## src/rtl/cam_dvp_frame_gen.sv

```systemverilog
// rtl/cam_dvp_frame_gen.sv - DVP camera source emitting timed frames of deterministic test patterns
// All outputs are registered from the next-cycle position so p_data and href share an edge.
module cam_dvp_frame_gen #(
  parameter int H_ACTIVE    = 640,
  parameter int H_BLANK     = 144,
  parameter int V_ACTIVE    = 480,
  parameter int VSYNC_LINES = 3,
  parameter int VBP_LINES   = 17,
  parameter int VFP_LINES   = 10
) (
  input  logic        p_clock,
  input  logic        resetn,
  input  logic        enable,
  input  logic        cont_mode,
  input  logic [1:0]  pattern_sel,
  output logic        vsync,
  output logic        href,
  output logic [7:0]  p_data,
  output logic        busy,
  output logic        frame_done,
  output logic [15:0] frame_cnt
);

  localparam int LINE_LEN = H_ACTIVE + H_BLANK;
  localparam int CW       = $clog2(LINE_LEN);
  localparam int M1       = (V_ACTIVE > VSYNC_LINES) ? V_ACTIVE : VSYNC_LINES;
  localparam int M2       = (VBP_LINES > VFP_LINES) ? VBP_LINES : VFP_LINES;
  localparam int MAX_L    = (M1 > M2) ? M1 : M2;
  localparam int LW       = (MAX_L > 1) ? $clog2(MAX_L) : 1;
  localparam int VFP_EFF  = (VFP_LINES > 0) ? VFP_LINES : 1;

  localparam logic [CW-1:0] COL_LAST = CW'(LINE_LEN - 1);
  localparam logic [CW-1:0] COL_HA   = CW'(H_ACTIVE);
  localparam logic [LW-1:0] L_VS     = LW'(VSYNC_LINES - 1);
  localparam logic [LW-1:0] L_VBP    = LW'(VBP_LINES - 1);
  localparam logic [LW-1:0] L_ACT    = LW'(V_ACTIVE - 1);
  localparam logic [LW-1:0] L_VFP    = LW'(VFP_EFF - 1);

  typedef enum logic [2:0] {S_IDLE, S_VSYNC, S_VBP, S_ACTIVE, S_VFP} state_t;

  // With no front porch the frame ends on the last ACTIVE cycle.
  localparam state_t        S_FINAL = (VFP_LINES > 0) ? S_VFP : S_ACTIVE;
  localparam logic [LW-1:0] L_FINAL = (VFP_LINES > 0) ? L_VFP : L_ACT;

  state_t        r_state;
  logic [CW-1:0] r_col;
  logic [LW-1:0] r_line;
  logic [7:0]    r_byte_idx;
  logic [1:0]    r_pat;
  logic          r_rearm;

  state_t        w_nxt_state;
  logic [CW-1:0] w_nxt_col;
  logic [LW-1:0] w_nxt_line;
  logic [LW-1:0] w_line_last;
  logic          w_col_end;
  logic          w_line_end;
  logic          w_frame_end;
  logic          w_start;
  logic          w_href_nxt;
  logic          w_last_nxt;
  logic [7:0]    w_row8;
  logic [7:0]    w_col8;
  logic [7:0]    w_data;

  always_comb begin
    w_line_last = '0;
    case (r_state)
      S_VSYNC:  w_line_last = L_VS;
      S_VBP:    w_line_last = L_VBP;
      S_ACTIVE: w_line_last = L_ACT;
      S_VFP:    w_line_last = L_VFP;
      default:  w_line_last = '0;
    endcase
    w_col_end   = (r_col == COL_LAST);
    w_line_end  = (r_line == w_line_last);
    w_frame_end = w_col_end && w_line_end && (r_state == S_FINAL);
    w_start     = (r_state == S_IDLE) ? (enable && (cont_mode || r_rearm))
                                      : (w_frame_end && enable && cont_mode);

    w_nxt_state = r_state;
    w_nxt_col   = r_col + CW'(1);
    w_nxt_line  = r_line;
    if (r_state == S_IDLE) begin
      w_nxt_col  = '0;
      w_nxt_line = '0;
    end else if (w_col_end) begin
      w_nxt_col = '0;
      if (w_line_end) begin
        w_nxt_line = '0;
        case (r_state)
          S_VSYNC:  w_nxt_state = S_VBP;
          S_VBP:    w_nxt_state = S_ACTIVE;
          S_ACTIVE: w_nxt_state = (VFP_LINES > 0) ? S_VFP : S_IDLE;
          default:  w_nxt_state = S_IDLE;
        endcase
      end else begin
        w_nxt_line = r_line + LW'(1);
      end
    end
    if (w_start) begin
      w_nxt_state = S_VSYNC;
      w_nxt_col   = '0;
      w_nxt_line  = '0;
    end

    w_href_nxt = (w_nxt_state == S_ACTIVE) && (w_nxt_col < COL_HA);
    w_last_nxt = (w_nxt_state == S_FINAL) && (w_nxt_col == COL_LAST) && (w_nxt_line == L_FINAL);
    w_row8     = 8'(w_nxt_line);
    w_col8     = 8'(w_nxt_col);
    case (r_pat)
      2'd0:    w_data = r_byte_idx;
      2'd1:    w_data = w_col8;
      2'd2:    w_data = w_row8;
      default: w_data = {w_row8[3:0], w_col8[3:0]};
    endcase
  end

  always_ff @(posedge p_clock or negedge resetn) begin
    if (!resetn) begin
      r_state    <= S_IDLE;
      r_col      <= '0;
      r_line     <= '0;
      r_byte_idx <= '0;
      r_pat      <= '0;
      r_rearm    <= 1'b1;
      vsync      <= 1'b0;
      href       <= 1'b0;
      p_data     <= 8'h00;
      busy       <= 1'b0;
      frame_done <= 1'b0;
      frame_cnt  <= 16'h0000;
    end else begin
      r_state <= w_nxt_state;
      r_col   <= w_nxt_col;
      r_line  <= w_nxt_line;
      if (w_start) begin
        r_pat      <= pattern_sel;
        r_byte_idx <= '0;
        r_rearm    <= 1'b0;
      end else begin
        if (!enable)
          r_rearm <= 1'b1;
        if (w_href_nxt)
          r_byte_idx <= r_byte_idx + 8'd1;
      end
      vsync      <= (w_nxt_state == S_VSYNC);
      busy       <= (w_nxt_state != S_IDLE);
      href       <= w_href_nxt;
      p_data     <= w_href_nxt ? w_data : 8'h00;
      frame_done <= w_last_nxt;
      if (w_last_nxt)
        frame_cnt <= frame_cnt + 16'd1;
    end
  end

endmodule

```

## config.mk

```make
export PLATFORM = sky130hd
export DESIGN_NAME = cam_dvp_frame_gen
export DESIGN_NICKNAME = d
export VERILOG_FILES = /design/src/rtl/cam_dvp_frame_gen.sv
export SDC_FILE = /design/constraint.sdc
export NUM_CORES = 1
export LEC_CHECK = 0
export CORE_MARGIN = 2
export CORE_UTILIZATION = 50
export CTS_CLUSTER_DIAMETER = 60
export CTS_CLUSTER_SIZE = 24
export DETAILED_ROUTE_END_ITERATION = 8
export PLACE_DENSITY = 0.72
export SYNTH_ARGS = -nofsm -noshare
export SYNTH_HDL_FRONTEND = slang
export SYNTH_SLANG_ARGS = --single-unit
```

## constraint.sdc

```tcl
create_clock -name p_clock -period 3.9 [get_ports p_clock]
set_clock_uncertainty 0.05 [all_clocks]
set_input_delay 0.585 -clock p_clock [delete_from_list [all_inputs] [get_ports p_clock]]
set_output_delay 0.585 -clock p_clock [all_outputs]
set_load 0.02 [all_outputs]
```

==> After elaboration in Yosys (flattened, before gate mapping) <==
Cells that the tools add are included.
W data, S select, Z words.
{ "word_totals": {"reg_bits": 61, "inputBits": 6, "out_inout_bits": 28, "wordCells": 64} }
{ "op_classes": {"n_addsub": 4, "n_lt_le_gt_ge": 1, "eq_ne": 14, "muxes": 20, "reduce_logical": 13} }
{ "op_table": {"columns": ["operator", "count"], "rows": [
  ["$mux W9", 4],
  ["$pmux W9 S4", 1],
  ["$mux W10", 3],
  ["$mux W8", 3],
  ["$pmux W8 S3", 1],
  ["$eq A10 B10 Y1 const B", 2],
  ["$add A16 B1 Y16 const B", 1],
  ["$mux W3", 4],
  ["$add A10 B1 Y10 const B", 1],
  ["$lt A10 B10 Y1 const B", 1],
  ["$add A9 B1 Y9 const B", 1],
  ["$eq A3 B2 Y1 const B", 3],
  ["$eq A9 B4 Y1 const B", 1],
  ["$eq A9 B9 Y1", 1],
  ["$pmux W3 S3", 1],
  ["$add A8 B1 Y8 const B", 1],
  ["$logic_and A1 B1 Y1", 8],
  ["$eq A3 B1 Y1 const B", 2],
  ["$eq A3 B3 Y1 const B", 2],
  ["$logic_not A3 Y1", 1],
  ["$mux W1", 3],
  ["$reduce_bool A3 Y1", 1],
  ["$eq A2 B1 Y1 const B", 1],
  ["$eq A2 B2 Y1 const B", 1],
  ["other kinds (4)", 4]
]} }

==> Depth between registers and ports, before layout <==
Gate-level depths: netlist of run 1.
{ "logic_depth": {"word_depth": 13, "ltp_mapped": 10} }

==> Worst setup path before layout of run 1 <==
OpenSTA, ideal clock, no wires.
{ "synth_path": {"kind": "register to register", "from": "register r_col[7]", "to": "register frame_cnt[6]", "t_arrival_ns": 2.570, "path_slack_ns": 1.147, "path_stages_with_launch": 11, "n_path_buf": 3, "cell_sequence": "dfrtp_1 > buf_6 > or3_1 > buf_2 > nor4_4 > nand4b_2 > or2_1 > a41oi_4 > buf_6 > nor3_1 > xor2_1"} }
{ "synth_via": {"elab_chain_cells": 10} }
{ "synth_lines": {"columns": ["item", "line", "text"], "rows": [
  ["from (decl)", "46", "logic [CW-1:0] r_col;"],
  ["from (signal assigned)", "135", "r_col <= w_nxt_col;"],
  ["parallel branches: the longest is 9 deep, another holds $add A10 B1 Y10", null, null],
  ["$logic_and A1 B1 Y1 (*)", "108", "w_last_nxt = (w_nxt_state == S_FINAL) && (w_nxt_col == COL_LAST) && (w_nxt_line == L_FINAL);"],
  ["to (signal assigned)", "153", "frame_cnt <= frame_cnt + 16'd1;"],
  ["to (decl)", "21", "output logic [15:0] frame_cnt"]
]} }
Mark *: on every way between the ends.
A chain may end at the register's enable or synchronous reset.

==> Worst setup path in the final report of run 1 <==
{ "layout_path": {"from": "register r_col[5]", "to": "register frame_cnt[1]"} }
{ "layout_via": {"elab_chain_cells": 10} }
{ "layout_lines": {"columns": ["item", "line", "text"], "rows": [
  ["parallel branches: the longest is 9 deep, another holds $add A10 B1 Y10", null, null],
  ["$logic_and A1 B1 Y1 (*)", "108", null],
  ["net w_last_nxt", "61", "logic w_last_nxt;"]
]} }
Mark *: on every way through the listed nets, which the timed path passes.

==> out/metrics.yaml, run 1 <==
grt.met3_usage_pct: 6.16
end_kind: "register"
seq_area_frac_synth_pct: 45.6
via_per_inst: 5.98
synth_edf_count: 0
via_count: 2660
dpl_worst_slack_ps: 549
dp_cells: 430
startpoint_type: "register"
fin_util_pct: 60.7
ctsHoldBuffers: 0
yosys_most_used_dff: "dfrtp_1"
clk_latency_ps: 340
gp_congestion: 0.862
synth_seq_cells: 61
r2r_end: "frame_cnt[1]"
timing.reg2reg.setup_slack_ps: 530
synth_largest_area_cell: "dfrtp_1"
critPathTopFamily: "simple AND/OR/NAND/NOR gates"
cts_tree: "yes"
synth_top_area_share_pct: 44.8
top_usage_layer: "met2"
start_util_pct: 52.2
routed_wl_mm: 7.48
yosys-top-cells-count: "dfrtp_1 (60), nor2_1 (31), nand2_1 (27), xor2_1 (22), nand3_1 (15)"
numCtsBuffers: 9
ys_warn_count: 0
critPathKind: "reg -> reg"
critical_path.n_buffers_inverters: 0
io_pins: 34
cts.sinks: 61
drt_iter0_drc: 208
rsz0062_at_grt: "false"
max_slew_margin_pct: 28.5
ir_worst_vdd_mv: 0.269
slew_viol_final: 0
hold_path_class: "in -> async"
synthToLayoutAreaGrowth_pct: 16.4
grt_pass1_wl_mm: 12.8
wl_per_cell_um: 16.8
die_w_um: 85.9
postCtsSetupRepairBufs: 0
grt_use_met1_pct: 30.6
root_buffer: "clkbuf_8"
post_dp_cell_area_um2: 3710
drc: 0
syn_inst: 335
post_cts_resized: 0
antenna_found_initial: 0
crit_arrival_ps: 3540
layout_min_cycle_time_ps: 3370
finalHoldViolCount: 0
first_pass_iters: 4
place_hpwl_mm: 5.27
tightest_slew_ps: 1070
grt_max_degree: 49
grt_pass1_vias: 2606
fin_cells: 445
powerDensity_nw_per_um2: 401
period_share_pct: 86.3
hold-worst-slack_ps: 384
synth_fp_nets: 345
syn_area_per_cell_um2: 10.0
max_freq_ghz: 0.297
totalPowerFinal_mw: 1.56
timing.rr.start: "r_col[5]"
power.leakage_nw: 1.73
maxCapViolCount: 0
fin_nets: 374
drive_gt1_share_pct: 9.78
h-tree-depth: 3
setup_slack_ps: 534
postRouteAntennaNets: 0
cp_slowest_stage_delay_ps: 540
synth_area_leaders: "dfrtp_1 (45%), xor2_1 (5.7%), nor2_1 (3.5%)"
die_area_um2: 7370
tns_ps: 0
cp.required_ps: 4080
setup.worst_path.start: "r_col[5]"
synth_area_um2: 3350
use_met2_pct: 34.4
overflow: 0
worstPathCellList: "or3_1 -> nor4_4 -> nand4b_2 -> or2_1 -> a41oi_4 -> nor2_1 -> mux2_2"
core_um2: 6420
cp_max_fo: 15
setup_viol: 0
clockBufferDepth: 2
io_buffer_count: 33
grtUsageTotal_pct: 22.3
crit_slowest_cell: "nor4_4"
async_reset_ff_share_pct: 100
r2r_cells: 7
final_area_um2: 3900
rows: 29
n_antenna_cell: 0
synth.most_common_cell: "dfrtp_1"
status: "complete, no violations"
die_h_um: 85.9
path_clk_slew_ps: 70
synth_cell_types: 56
==> sequential cells by signal, summed over array words and instances (netlist names), 2 cells and up <==
register / count
r_line: 9
r_col: 10
p_data: 8
frame_cnt: 16
r_byte_idx: 8
r_pat: 2
r_state: 3
==> layout make-up <==
| cell class | instances | area (um2) |
|---|---|---|
| inverter | 11 | 41.3 |
| multi-input combinational | 245 | 1700 |
| fill | 530 | 2520 |
| timing repair buffer | 36 | 348 |
| clock inverter | 4 | 48.8 |
| tap | 77 | 96.3 |
| sequential | 61 | 1530 |
| clock buffer | 11 | 141 |
==> cells by family (layout without fill, tap and decap cells) <==
kind of cell | Yosys count | in the layout | share of synthesized area (%)
simple gates | 148 | 148 | 25.4
flops | 61 | 61 | 45.6
compound gates | 52 | 52 | 11.5
xor+xnor | 32 | 32 | 8.36
buf+inv | 29 | 62 | 3.77
mux | 9 | 9 | 3.88
fa+ha+maj | 4 | 4 | 1.49
==> per-layer routing <==
metal,vias up,part of all wire [%]
met5,-,0
met4,0,1.8
met3,14,5.0
met2,68,47
met1,1304,46
li1,1274,-
==> how the worst max path moves through the flow <==
| stage | endpoint | depth (start not counted) | slack [ps] |
|---|---|---|---|
| 3_3_place_gp | frame_cnt[1] | 7 | 670 |
| 2_1_floorplan | frame_cnt[6] | 10 | 1150 |
| 3_5_place_dp | frame_cnt[1] | 7 | 550 |
| 6_report | frame_cnt[1] | 7 | 530 |
| 5_1_grt | frame_cnt[1] | 8 | 320 |
| 4_1_cts | frame_cnt[1] | 7 | 550 |
==> report_power, final <==
group | leakage [nW] | total, mW | internal, mW | switching, mW
sequential | 0.821 | 0.768 | 0.681 | 0.0871
combinational | 0.815 | 0.240 | 0.0987 | 0.141
clock | 0.0992 | 0.557 | 0.308 | 0.249
==> cells in the final DEF (no fill, tap or decap), types with 4 or more instances in the layout <==
cell type,synthesis,layout
ha_1,4,4
clkdlybuf4s50_1,0,32
nor3_1,14,14
dfrtp_1,60,60
or3_1,6,6
o31ai_1,4,4
xor2_1,22,22
nand4_1,7,7
or4_1,5,5
a211oi_1,6,6
clkbuf_8,0,10
nor4_1,5,5
o21ai_0,8,8
nand2_1,27,27
mux2i_1,4,4
inv_1,11,11
nand3_1,15,15
a21oi_1,14,14
nor2_1,31,31
and2_1,6,6
xnor2_1,10,10
and3_1,8,8
Note: power is estimated with default switching activity, not from simulation.
==> run 2: changes to the inputs <==
--- a/config.mk
+++ b/config.mk
@@ -5,6 +5,7 @@
 export SDC_FILE = /design/constraint.sdc
 export NUM_CORES = 1
 export LEC_CHECK = 0
+export CORE_ASPECT_RATIO = 1.5
 export CORE_MARGIN = 2
 export CORE_UTILIZATION = 50
 export CTS_CLUSTER_DIAMETER = 60
==> run 2 against run 1 <==
- cell area grew 1.4%
- wire length rose by 1.6%
- fmax increased by 2.7%
- die area increased by 0.19%
- combinational power about the same
- core utilization increased by 0.27 points
- clock power is 24% higher
- register-to-register slack improved by 90 ps
- hold slack worse by 45 ps
- clock-buffer cell count increased by 1
- via count rose by 0.15%
- critical endpoint unchanged
- largest power group unchanged
==> out/metrics.yaml, run 2 (synthesized netlist as in run 1, its figures left out) <==
first_pass_iters: 5
n_antenna_cell: 0
clockBufferDepth: 2
clk_latency_ps: 350
overflow: 0
r2r_end: "frame_cnt[1]"
finalHoldViolCount: 0
grt_pass1_wl_mm: 12.8
postCtsSetupRepairBufs: 0
tns_ps: 0
ir_worst_vdd_mv: 0.319
antenna_found_initial: 0
die_w_um: 70.9
reg_top3: "frame_cnt: 16 flops, r_col: 10 flops, r_line: 9 flops"
cts.sinks: 61
slew_viol_final: 0
rsz0062_at_grt: "false"
crit_arrival_ps: 3460
grtUsageTotal_pct: 22.4
via_count: 2664
cp_max_fo: 15
root_buffer: "clkbuf_8"
max_freq_ghz: 0.305
r2r_cells: 8
timing.rr.start: "r_col[0]"
h-tree-depth: 3
via_per_inst: 5.97
power.leakage_nw: 1.76
end_kind: "register"
routed_wl_mm: 7.60
core_um2: 6490
powerDensity_nw_per_um2: 428
synthToLayoutAreaGrowth_pct: 18.1
drt_iter0_drc: 225
critPathKind: "reg -> reg"
numCtsBuffers: 9
wl_per_cell_um: 17.0
tightest_slew_ps: 967
path_clk_slew_ps: 70
regMostFlops: "frame_cnt"
max_slew_margin_pct: 35.6
grt_pass1_vias: 2589
setup_viol: 0
cts_tree: "yes"
postRouteAntennaNets: 0
status: "complete, no violations"
timing.reg2reg.setup_slack_ps: 620
ctsHoldBuffers: 0
io_pins: 34
drc: 0
totalPowerFinal_mw: 1.69
die_area_um2: 7390
die_h_um: 104
cp.required_ps: 4080
startpoint_type: "register"
rows: 36
io_buffer_count: 33
post_cts_resized: 0
grt_max_degree: 44
gp_congestion: 0.896
place_hpwl_mm: 5.48
period_share_pct: 84.0
dpl_worst_slack_ps: 616
fin_nets: 375
maxCapViolCount: 0
mostFrequentLayoutCell: "dfrtp_1"
setup_slack_ps: 624
hold_path_class: "in -> async"
fill_cells: 556
drive_gt1_share_pct: 10.0
start_util_pct: 51.7
layout_min_cycle_time_ps: 3280
mostFrequentLayoutCells: "dfrtp_1 (60), clkdlybuf4s50_1 (32), nor2_1 (31)"
largest_reg_flops: 16
[run 2: cell count changes in the layout (fill, tap and decap cells not counted), sizes merged]
cell	change
clkinv	-2
buf	+1
clkbuf	+1
bufinv	+2
[run 2: worst max-delay path by stage]
stage / startpoint / slack (ps) / cells past startpoint / end
floorplan: r_col[7] / 1150 / 10 / frame_cnt[6]
global placement: r_col[5] / 730 / 7 / frame_cnt[1]
finish: r_col[0] / 620 / 8 / frame_cnt[1]
detailed placement: r_col[5] / 620 / 7 / frame_cnt[1]
CTS: r_col[5] / 610 / 7 / frame_cnt[1]
global route: r_col[0] / 340 / 9 / r_byte_idx[0]
[run 2: per-layer routing]
| layer | GRT usage (%) | wire length [um] | up-vias |
|---|---|---|---|
| met5 | 0 | 0 | - |
| met4 | 13.9 | 335 | 0 |
| met3 | 5.14 | 333 | 21 |
| met2 | 36.0 | 3860 | 73 |
| met1 | 26.8 | 3070 | 1289 |
| li1 | - | - | 1281 |
[run 2: layout make-up]
class / instances / area [um2] / share of cell area (%)
Multi-Input combinational cell: 245 / 1700 / 42.9
Clock buffer: 12 / 145 / 3.67
Tap cell: 76 / 95.1 / 2.40
Inverter: 11 / 41.3 / 1.04
Sequential cell: 61 / 1530 / 38.6
Clock inverter: 4 / 95.1 / 2.40
Timing Repair Buffer: 37 / 355 / 8.98
[run 2: report_power, final]
group          internal, mW  total, mW  switching (mW)
Sequential            0.681      0.770          0.0891
Clock                 0.441      0.688           0.246
Combinational        0.0979      0.237           0.140
Total                  1.22       1.69           0.475
[run 2: stage by stage]
stage / hold WS (ps) / instances / instance area, um2 / utilization (%)
finish: 339 / 446 / 3960 / 61.0
global route: 402 / 446 / 3960 / 61.0
detailed placement: 408 / 430 / 3720 / 57.3
CTS: 358 / 446 / 3960 / 61.0
floorplan: 239 / 335 / 3350 / -
global placement: 403 / 430 / 3720 / 57.3
[run 2: critical path: stages, from the launching register on]
cell,delay [ps]
dfrtp_1,430
ha_1,260
nand3_1,310
nor4_4,470
nand4b_2,300
or2_1,360
a41oi_4,490
nor2_1,180
mux2_2,300
